--- src/rtl/lfsr_to_code_phase.sv ---
// Recovers the GPS C/A code phase (0..1022) that produces a given G1/G2 snapshot.
// Optional TWO_STEP_EN: evaluate two chip candidates per search cycle.
module lfsr_to_code_phase (
  input  logic       clk,
  input  logic       rst,
  input  logic       start,
  input  logic [9:0] g1,
  input  logic [9:0] g2,
  output logic       busy,
  output logic       done,
  output logic [9:0] phase,
  output logic [1:0] err
);

  typedef enum logic [1:0] {
    S_IDLE,
    S_SEARCH,
    S_DONE
  } state_t;

  localparam logic [9:0] EPOCH     = 10'h3FF;
  localparam logic [9:0] LAST_CHIP = 10'd1022;

  function automatic logic [9:0] step_g1(input logic [9:0] g);
    return {g[8:0], g[2] ^ g[9]};
  endfunction

  function automatic logic [9:0] step_g2(input logic [9:0] g);
    return {g[8:0], g[1] ^ g[2] ^ g[5] ^ g[7] ^ g[8] ^ g[9]};
  endfunction

  state_t     state;
  logic [9:0] snap1, snap2;
  logic [9:0] rep1, rep2;
  logic [9:0] count;

  logic       match0;
  logic       g2_ok0;
`ifdef TWO_STEP_EN
  logic [9:0] rep1_b, rep2_b;
  logic       match1;
  logic       g2_ok1;
`endif

  always_comb begin
    match0 = (rep1 == snap1);
    g2_ok0 = (rep2 == snap2);
`ifdef TWO_STEP_EN
    rep1_b = step_g1(rep1);
    rep2_b = step_g2(rep2);
    // Candidate count+1 does not exist once count reaches the last chip.
    match1 = (count != LAST_CHIP) && (rep1_b == snap1);
    g2_ok1 = (rep2_b == snap2);
`endif
  end

  always_ff @(posedge clk) begin
    if (!rst) begin
      state <= S_IDLE;
      busy  <= 1'b0;
      done  <= 1'b0;
      phase <= '0;
      err   <= 2'b00;
      count <= '0;
      snap1 <= '0;
      snap2 <= '0;
      rep1  <= EPOCH;
      rep2  <= EPOCH;
    end else begin
      case (state)
        S_IDLE: begin
          done <= 1'b0;
          if (start) begin
            snap1 <= g1;
            snap2 <= g2;
            rep1  <= EPOCH;
            rep2  <= EPOCH;
            count <= '0;
            busy  <= 1'b1;
            state <= S_SEARCH;
          end
        end

        S_SEARCH: begin
          // An all-zero G1 is a lock-up state the replica never reaches.
          if (snap1 == '0) begin
            phase <= '0;
            err   <= 2'b01;
            busy  <= 1'b0;
            done  <= 1'b1;
            state <= S_DONE;
          end else if (match0) begin
            phase <= count;
            err   <= g2_ok0 ? 2'b00 : 2'b10;
            busy  <= 1'b0;
            done  <= 1'b1;
            state <= S_DONE;
`ifdef TWO_STEP_EN
          end else if (match1) begin
            phase <= count + 10'd1;
            err   <= g2_ok1 ? 2'b00 : 2'b10;
            busy  <= 1'b0;
            done  <= 1'b1;
            state <= S_DONE;
          end else begin
            rep1  <= step_g1(rep1_b);
            rep2  <= step_g2(rep2_b);
            count <= count + 10'd2;
          end
`else
          end else begin
            rep1  <= step_g1(rep1);
            rep2  <= step_g2(rep2);
            count <= count + 10'd1;
          end
`endif
        end

        S_DONE: begin
          done  <= 1'b0;
          state <= S_IDLE;
        end

        default: begin
          busy  <= 1'b0;
          done  <= 1'b0;
          state <= S_IDLE;
        end
      endcase
    end
  end

endmodule

--- config.mk ---
export PLATFORM = sky130hd
export DESIGN_NAME = lfsr_to_code_phase
export DESIGN_NICKNAME = d
export VERILOG_FILES = /design/src/rtl/lfsr_to_code_phase.sv
export SDC_FILE = /design/constraint.sdc
export NUM_CORES = 1
export LEC_CHECK = 0
export CAP_MARGIN = 15
export CORE_MARGIN = 4
export CORE_UTILIZATION = 54
export CTS_CLUSTER_SIZE = 25
export DETAILED_ROUTE_END_ITERATION = 10
export GPL_ROUTABILITY_DRIVEN = 1
export PLACE_DENSITY_LB_ADDON = 0.1
export SETUP_SLACK_MARGIN = 0.3
export SLEW_MARGIN = 30
export SYNTH_ARGS = -nofsm -noshare
export SYNTH_HDL_FRONTEND = slang
export SYNTH_SLANG_ARGS = --single-unit
export TNS_END_PERCENT = 100
--- constraint.sdc ---
create_clock -name clk -period 2.3 [get_ports clk]
set_clock_uncertainty 0.1 [all_clocks]
set_input_delay 0.46 -clock clk [delete_from_list [all_inputs] [get_ports clk]]
set_output_delay 0.46 -clock clk [all_outputs]
set_load 0.02 [all_outputs]
==> results of run 1 <==
==> area by class of cell <==
cell class	count	area (sq um)	area share (%)
Multi-Input combinational cell	207	1360	39.9
Sequential cell	66	1320	38.8
Timing Repair Buffer	49	458	13.5
Clock buffer	10	138	4.05
Tap cell	67	83.8	2.46
Inverter	6	22.5	0.662
Clock inverter	4	20.0	0.588
==> sequential cells by signal, summed over array words and instances, names as in the netlist <==
signal  flops
snap1      10
snap2      10
state       2
phase      10
err         2
rep2       10
busy        1
rep1       10
count      10
done        1
==> metrics by stage <==
step                setup slack, ps  hold slack [ps]
floorplan                       520              320
global placement                129              347
CTS                             261              361
detailed placement              106              341
finish                          405              362
global route                    271              391
==> layout by cell type, fill, tap and decap left out, types with 2 or more instances in the layout <==
cell and n:
o22a_1 17, dfxtp_1 66, nand3_1 2, nor4_1 4, xnor2_1 16, a211oi_1 7
inv_1 6, xor2_1 10, clkinv_2 4, a21oi_1 23, nand4_1 10, nand2_1 58
clkbuf_8 10, buf_4 13, and2_1 2, a22o_1 11, nor2_1 12, a2111oi_1 2
or3_1 7, mux2i_1 11, clkdlybuf4s50_1 36
==> per-layer routing <==
layer	track usage (%)	up-vias	routed length, um
met3	3.40	12	288
li1	-	1130	-
met4	11.7	0	112
met1	25.6	1067	2750
met2	33.8	60	2760
met5	0	-	0
==> what timing repair did <==
action                                 4_1_cts  5_1_grt
gates cloned                                 0        0
pin swaps                                    0        1
setup endpoints to repair                   12       36
resized for setup                            2        5
setup buffers                                0        1
endpoints found under the hold margin        0        0
==> logic make-up (layout without fill, tap and decap cells) <==
kind of cell               count (synthesis)  in the layout  synth area share (%)
and+or+nand+nor                          101            101                  17.4
AOI/OAI and AO/OA                         68             68                  18.1
DFF                                       66             66                  48.4
xor gates and xnor gates                  26             26                  8.33
buffers and inverters                     22             69                  3.30
muxes                                     11             11                  4.03
adders and majority gates                  1              1                 0.458
==> final timing paths <==
kind                    endpoint
max          err[1]$_SDFFE_PN0P_
min            busy$_SDFFE_PN0P_
max reg2reg  err[1]$_SDFFE_PN0P_
min reg2reg    busy$_SDFFE_PN0P_
==> where the power goes <==
group	total (mW)	switching, mW	internal [mW]
clock network	0.809	0.409	0.400
registers	1.22	0.0342	1.18
logic	0.331	0.186	0.145
==> summary.md, run 1 <==
| Metric | Value |
|---|---|
| Seq/Total Area, Yosys | `48.4%` |
| Reg2reg path depth | `5` |
| Post-Syn Nets | `around 320` |
| Clock sinks | `66` |
| ANT nets after route | `0` |
| Residual DRC count | `0` |
| Placed inst area | `approximately 3200 sq um` |
| Core footprint | `4820 sq um` |
| Cell Count Post-Placement | `394` |
| Gr usage total | `20.6%` |
| Max clock buf depth | `2` |
| Hold Crit Start | `state[0]$_SDFFE_PN0P_` |
| Post-Route WL | `5910 um` |
| Global-route wire length before repair | `10,100 um` |
| CP max stage cell | `o31ai_4` |
| Critical path class | `register to register` |
| Total power | `2.36 mW` |
| Filler Cell Count | `405` |
| CTS Hold Bufs | `0` |
| Worst setup path startpoint | `rep1[9]$_SDFFE_PN1P_` |
| # diodes | `0` |
| Critical path depth | `5` |
| RePlAce Congestion | `0.823` |
| Origin of the critical flop-to-flop path | `rep1[9]$_SDFFE_PN1P_` |
| Synth top area share | `just under 50%` |
| Worst Path Arrival | `2020 ps` |
| Boundary Pins | `37` |
| Layout cells sized above 1 | `9.94%` |
| Critical path capture point type | `register` |
| Ys async rst share | `0%` |
| Distinct cells, synth | `35` |
| Peak VDD IR | `0.424 mV` |
| Max-Cap Viols | `0` |
| Final HPWL DP | `about 4000 um` |
| Number of global-route vias before repair | `between 2,000 and 2,500` |
| Synth Area per Inst | `9.26 sq um` |
| PwrDens | `~700 nW/um^2` |
| Highest Clock Rate | `528 MHz` |
| Critical path buffers and inverters | `0` |
| Final worst path period need | `1900 ps` |
| WHS Path Cells | `1` |
| Root Driver | `clkbuf_8` |
| Worst-path cell chain | `xnor2_1, nand4_1, o31ai_4, a21oi_2, a22o_1` |
| TritonCTS clock tree | `built` |
| EDFF count, synth | `0` |
| Fin crit share | `82.4%` |
| Final setup violation count | `0` |
| P&R area growth vs syn | `24.5%` |
| #FFs+latches synth | `66` |
| Sum Neg Setup Slack | `0 ps` |
| Detailed Routing Iterations Pass 1 | `4` |
| Vias after detailed routing | `between 2,000 and 2,500` |
| Row Count | `25` |
| Gr ovfl total | `0` |
| Synth Flop Type | `dfxtp_1` |
| Worst slew pin tran | `approximately 550 ps` |
| Synth top cells by count | `dfxtp_1 (66), nand2_1 (58), a21oi_1 (24)` |
| Nets | `363` |
| Vias per inst | `approximately 5.5` |
| Initial antenna violation count | `0` |
| Worst relative slew slack | `between 60 and 70%` |
| Leakage | `between 1 and 1.5 nW` |
| H-tree depth | `3` |
| Syn. warnings | `0` |
| Die Area | `around 6300 sq um` |
| Status | `completed` |
| Crit path max-delay family | `compound AO/OA/AOI/OAI gates` |
| Synth area leader | `dfxtp_1` |
| Area contributors post-synth | `dfxtp_1 (48%), nand2_1 (8.0%), o22a_1 (5.4%)` |
| Fin cells | `409` |
| Final number of hold-violating endpoints | `0` |
| Routed wire per std cell | `between 10 and 15 um` |
| Initial Util | `between 50% and 60%` |
| Syn Inst Count | `295` |
| Largest net degree at the start of global routing | `20` |
| Count leader, synth | `dfxtp_1` |
| RSZ-0062 raised after global routing | `yes` |
| Crit path max fanout | `11` |
| PortBufs | `36` |
| Syn Std Cell Area | `2730 sq um` |
| CTS buffer count | `9` |
| Data required, critical path | `2420 ps` |
| DR iter-0 viols | `around 160` |
| Hold WC Path Type | `register to register` |
| Clock Latency Late Sink | `340 ps` |
| Worst setup SP type | `register` |
| Finished Core Util | `between 70% and 80%` |
| Clk slew on worst S/H paths | `60 ps` |
| Die height | `about 79 um` |
| Worst path max stage delay | `400 ps` |
| Die Wd | `79.1 um` |
| Reg2reg setup slack | `400 ps` |
| Max-slew violation count | `0` |
| Fin area | `3400 sq um` |
(Power assumes the default switching activity.)
==> run 2, diff against run 1 <==
clock period = 2 ns   (was 2.3 ns; I/O delays follow)
==> summary.md, run 2 (same netlist as run 1, synthesis figures left out) <==
| Metric | Value |
|---|---|
| Clock sinks | `66` |
| Final setup violation count | `0` |
| CTS buffer count | `9` |
| Final hold slack | `between 300 and 400 ps` |
| Layout cells sized above 1 | `23.8%` |
| Crit path max fanout | `9` |
| Clk slew on worst S/H paths | `70 ps` |
| R2R Path End | `rep1[6]$_SDFFE_PN1P_` |
| Die Wd | `between 70 and 80 um` |
| Boundary Pins | `37` |
| Hold Crit Start | `phase[3]$_SDFFE_PN0P_` |
| Commonest non-fill, non-tap cell in the layout | `nand2_1` |
| Hold EP | `phase[3]$_SDFFE_PN0P_` |
| Filler Cell Count | `328` |
| Final HPWL DP | `4330 um` |
| Critical path capture point type | `register` |
| Reg2reg path depth | `6` |
| WHS Path Cells | `1` |
| Reg2reg setup slack | `160 ps` |
| Fin cells | `428` |
| ANT nets after route | `0` |
| Gr ovfl total | `0` |
| Combinational power share | `15.4%` |
| Number of global-route vias before repair | `between 2,000 and 2,500` |
| H-tree depth | `3` |
| Worst slew pin tran | `494 ps` |
| Hold WC Path Type | `register to register` |
| Nets | `380` |
| Highest Clock Rate | `543 MHz` |
| Leakage | `1.45 nW` |
| Most frequent cells in the layout | `nand2_1 (58), dfxtp_1 (47), a21oi_1 (23), buf_4 (23), clkdlybuf4s50_1 (22)` |
| Post-Route WL | `between 7000 and 8000 um` |
| Vias per inst | `between 5 and 6` |
| Seq pwr share | `45.6%` |
| Initial Util | `56.7%` |
| RePlAce Congestion | `0.817` |
| Residual DRC count | `0` |
| Max-slew violation count | `0` |
| PwrDens | `827 nW/um^2` |
| Pint | `2.28 mW` |
| # diodes | `0` |
| Global-route wire length before repair | `11,200 um` |
| Cell Count Post-Placement | `398` |
| TritonCTS clock tree | `built` |
| Root Driver | `clkbuf_8` |
| Data required, critical path | `2130 ps` |
| Die height | `79.1 um` |
| Worst setup SP type | `register` |
| PortBufs | `36` |
| Total power | `3.10 mW` |
| P&R area growth vs syn | `37.0%` |
| Clock group share of total power | `39.1%` |
| Max clock buf depth | `2` |
| Largest net degree at the start of global routing | `19` |
| Peak VDD IR | `~0.7 mV` |
| Status | `completed` |
| Core footprint | `4820 sq um` |
| Switch share | `26.3%` |
| Max-Cap Viols | `0` |
| Gr usage total | `23.4%` |
| Row Count | `25` |
| Final worst path period need | `1840 ps` |
| Detailed Routing Iterations Pass 1 | `4` |
| Worst path max stage delay | `about 350 ps` |
| Routed wire per std cell | `16.5 um` |
| RSZ-0062 raised after global routing | `yes` |
| Initial antenna violation count | `0` |
| CP max stage cell | `dfxtp_2` |
| CTS Hold Bufs | `0` |
| Worst Path Arrival | `around 2000 ps` |
| Die Area | `6260 sq um` |
| Worst relative slew slack | `about 66%` |
| Vias after detailed routing | `2,426` |
| Clock Latency Late Sink | `340 ps` |
| Fin crit share | `92.1%` |
| Sum Neg Setup Slack | `0 ps` |
| Sw Pwr | `slightly above 0.8 mW` |
| Final number of hold-violating endpoints | `0` |
| DR iter-0 viols | `179` |
| Origin of the critical flop-to-flop path | `snap1[0]$_SDFFE_PN0P_` |
| Critical path class | `register to register` |
| Worst-path cell chain | `xnor2_2, nand4_1, o31ai_4, buf_4, o21ai_4, o22a_1` |
==> run 2: layout make-up <==
type / count / area, sq um / area share (%)
multi-input combinational: 209 / 1490 / 39.7
tap: 67 / 83.8 / 2.24
timing repair buffer: 64 / 581 / 15.5
sequential: 66 / 1360 / 36.2
inverter: 6 / 22.5 / 0.601
clock inverter: 7 / 93.8 / 2.51
clock buffer: 9 / 124 / 3.31
==> run 2: worst max-delay path by stage <==
stage,from,end,slack [ps],depth (start not counted)
floorplan,snap1[9]$_SDFFE_PN0P_,count[1]$_SDFFE_PN0P_,290,6
global placement,start,count[7]$_SDFFE_PN0P_,-40,5
detailed placement,start,count[7]$_SDFFE_PN0P_,-90,5
CTS,snap1[8]$_SDFFE_PN0P_,phase[3]$_SDFFE_PN0P_,230,6
global route,snap1[2]$_SDFFE_PN0P_,rep1[6]$_SDFFE_PN1P_,50,6
finish,snap1[0]$_SDFFE_PN0P_,rep1[6]$_SDFFE_PN1P_,160,6
==> run 2: timing repair <==
item	4_1_cts	5_1_grt
resized for setup	49	11
setup endpoints to repair	55	43
buffers inserted	8	3
cloned	3	0
pin swaps	25	19
==> run 2: worst max-delay path, delay by kind of cell (launching register included) <==
kind / cells / cell delay, ps
buf+inv: 1 / 180
flops: 1 / 350
compound gates: 3 / 650
simple gates: 1 / 230
xor+xnor: 1 / 210
==> run 2: power by group through the flow <==
stage               Combinational (mW)  Sequential [mW]  Clock [mW]
floorplan                        0.230             1.43           0
global placement                 0.365             1.43           0
finish                           0.475             1.41        1.21
global route                     0.517             1.42        1.29
detailed placement               0.371             1.43           0
CTS                              0.442             1.41        1.23
==> run 2: through the flow <==
| step | setup WS (ps) | utilization [%] | instance area (sq um) |
|---|---|---|---|
| after global placement | -40.5 | 67.7 | 3260 |
| after global routing | 48.1 | 77.7 | 3740 |
| after CTS | 231 | 76.3 | 3670 |
| final | 157 | 77.7 | 3740 |
| after detailed placement | -89.0 | 67.7 | 3260 |
| after floorplan | 290 | - | 2760 |
==> run 2: routing by layer <==
metal | share of wire, % | vias to the layer above | wire (um) | GRT usage, %
li1 | - | 1170 | - | -
met1 | 40 | 1147 | 2810 | 27.3
met2 | 51 | 87 | 3610 | 39.7
met3 | 6.1 | 22 | 435 | 6.80
met4 | 3.2 | 0 | 226 | 10.3
met5 | 0 | - | 0 | 0
==> run 3, diff against run 2 <==
CAP_MARGIN = 20   (was 15)
==> results of run 3 <==
The final DEF is identical to that of run 2; final timing and power are the same.
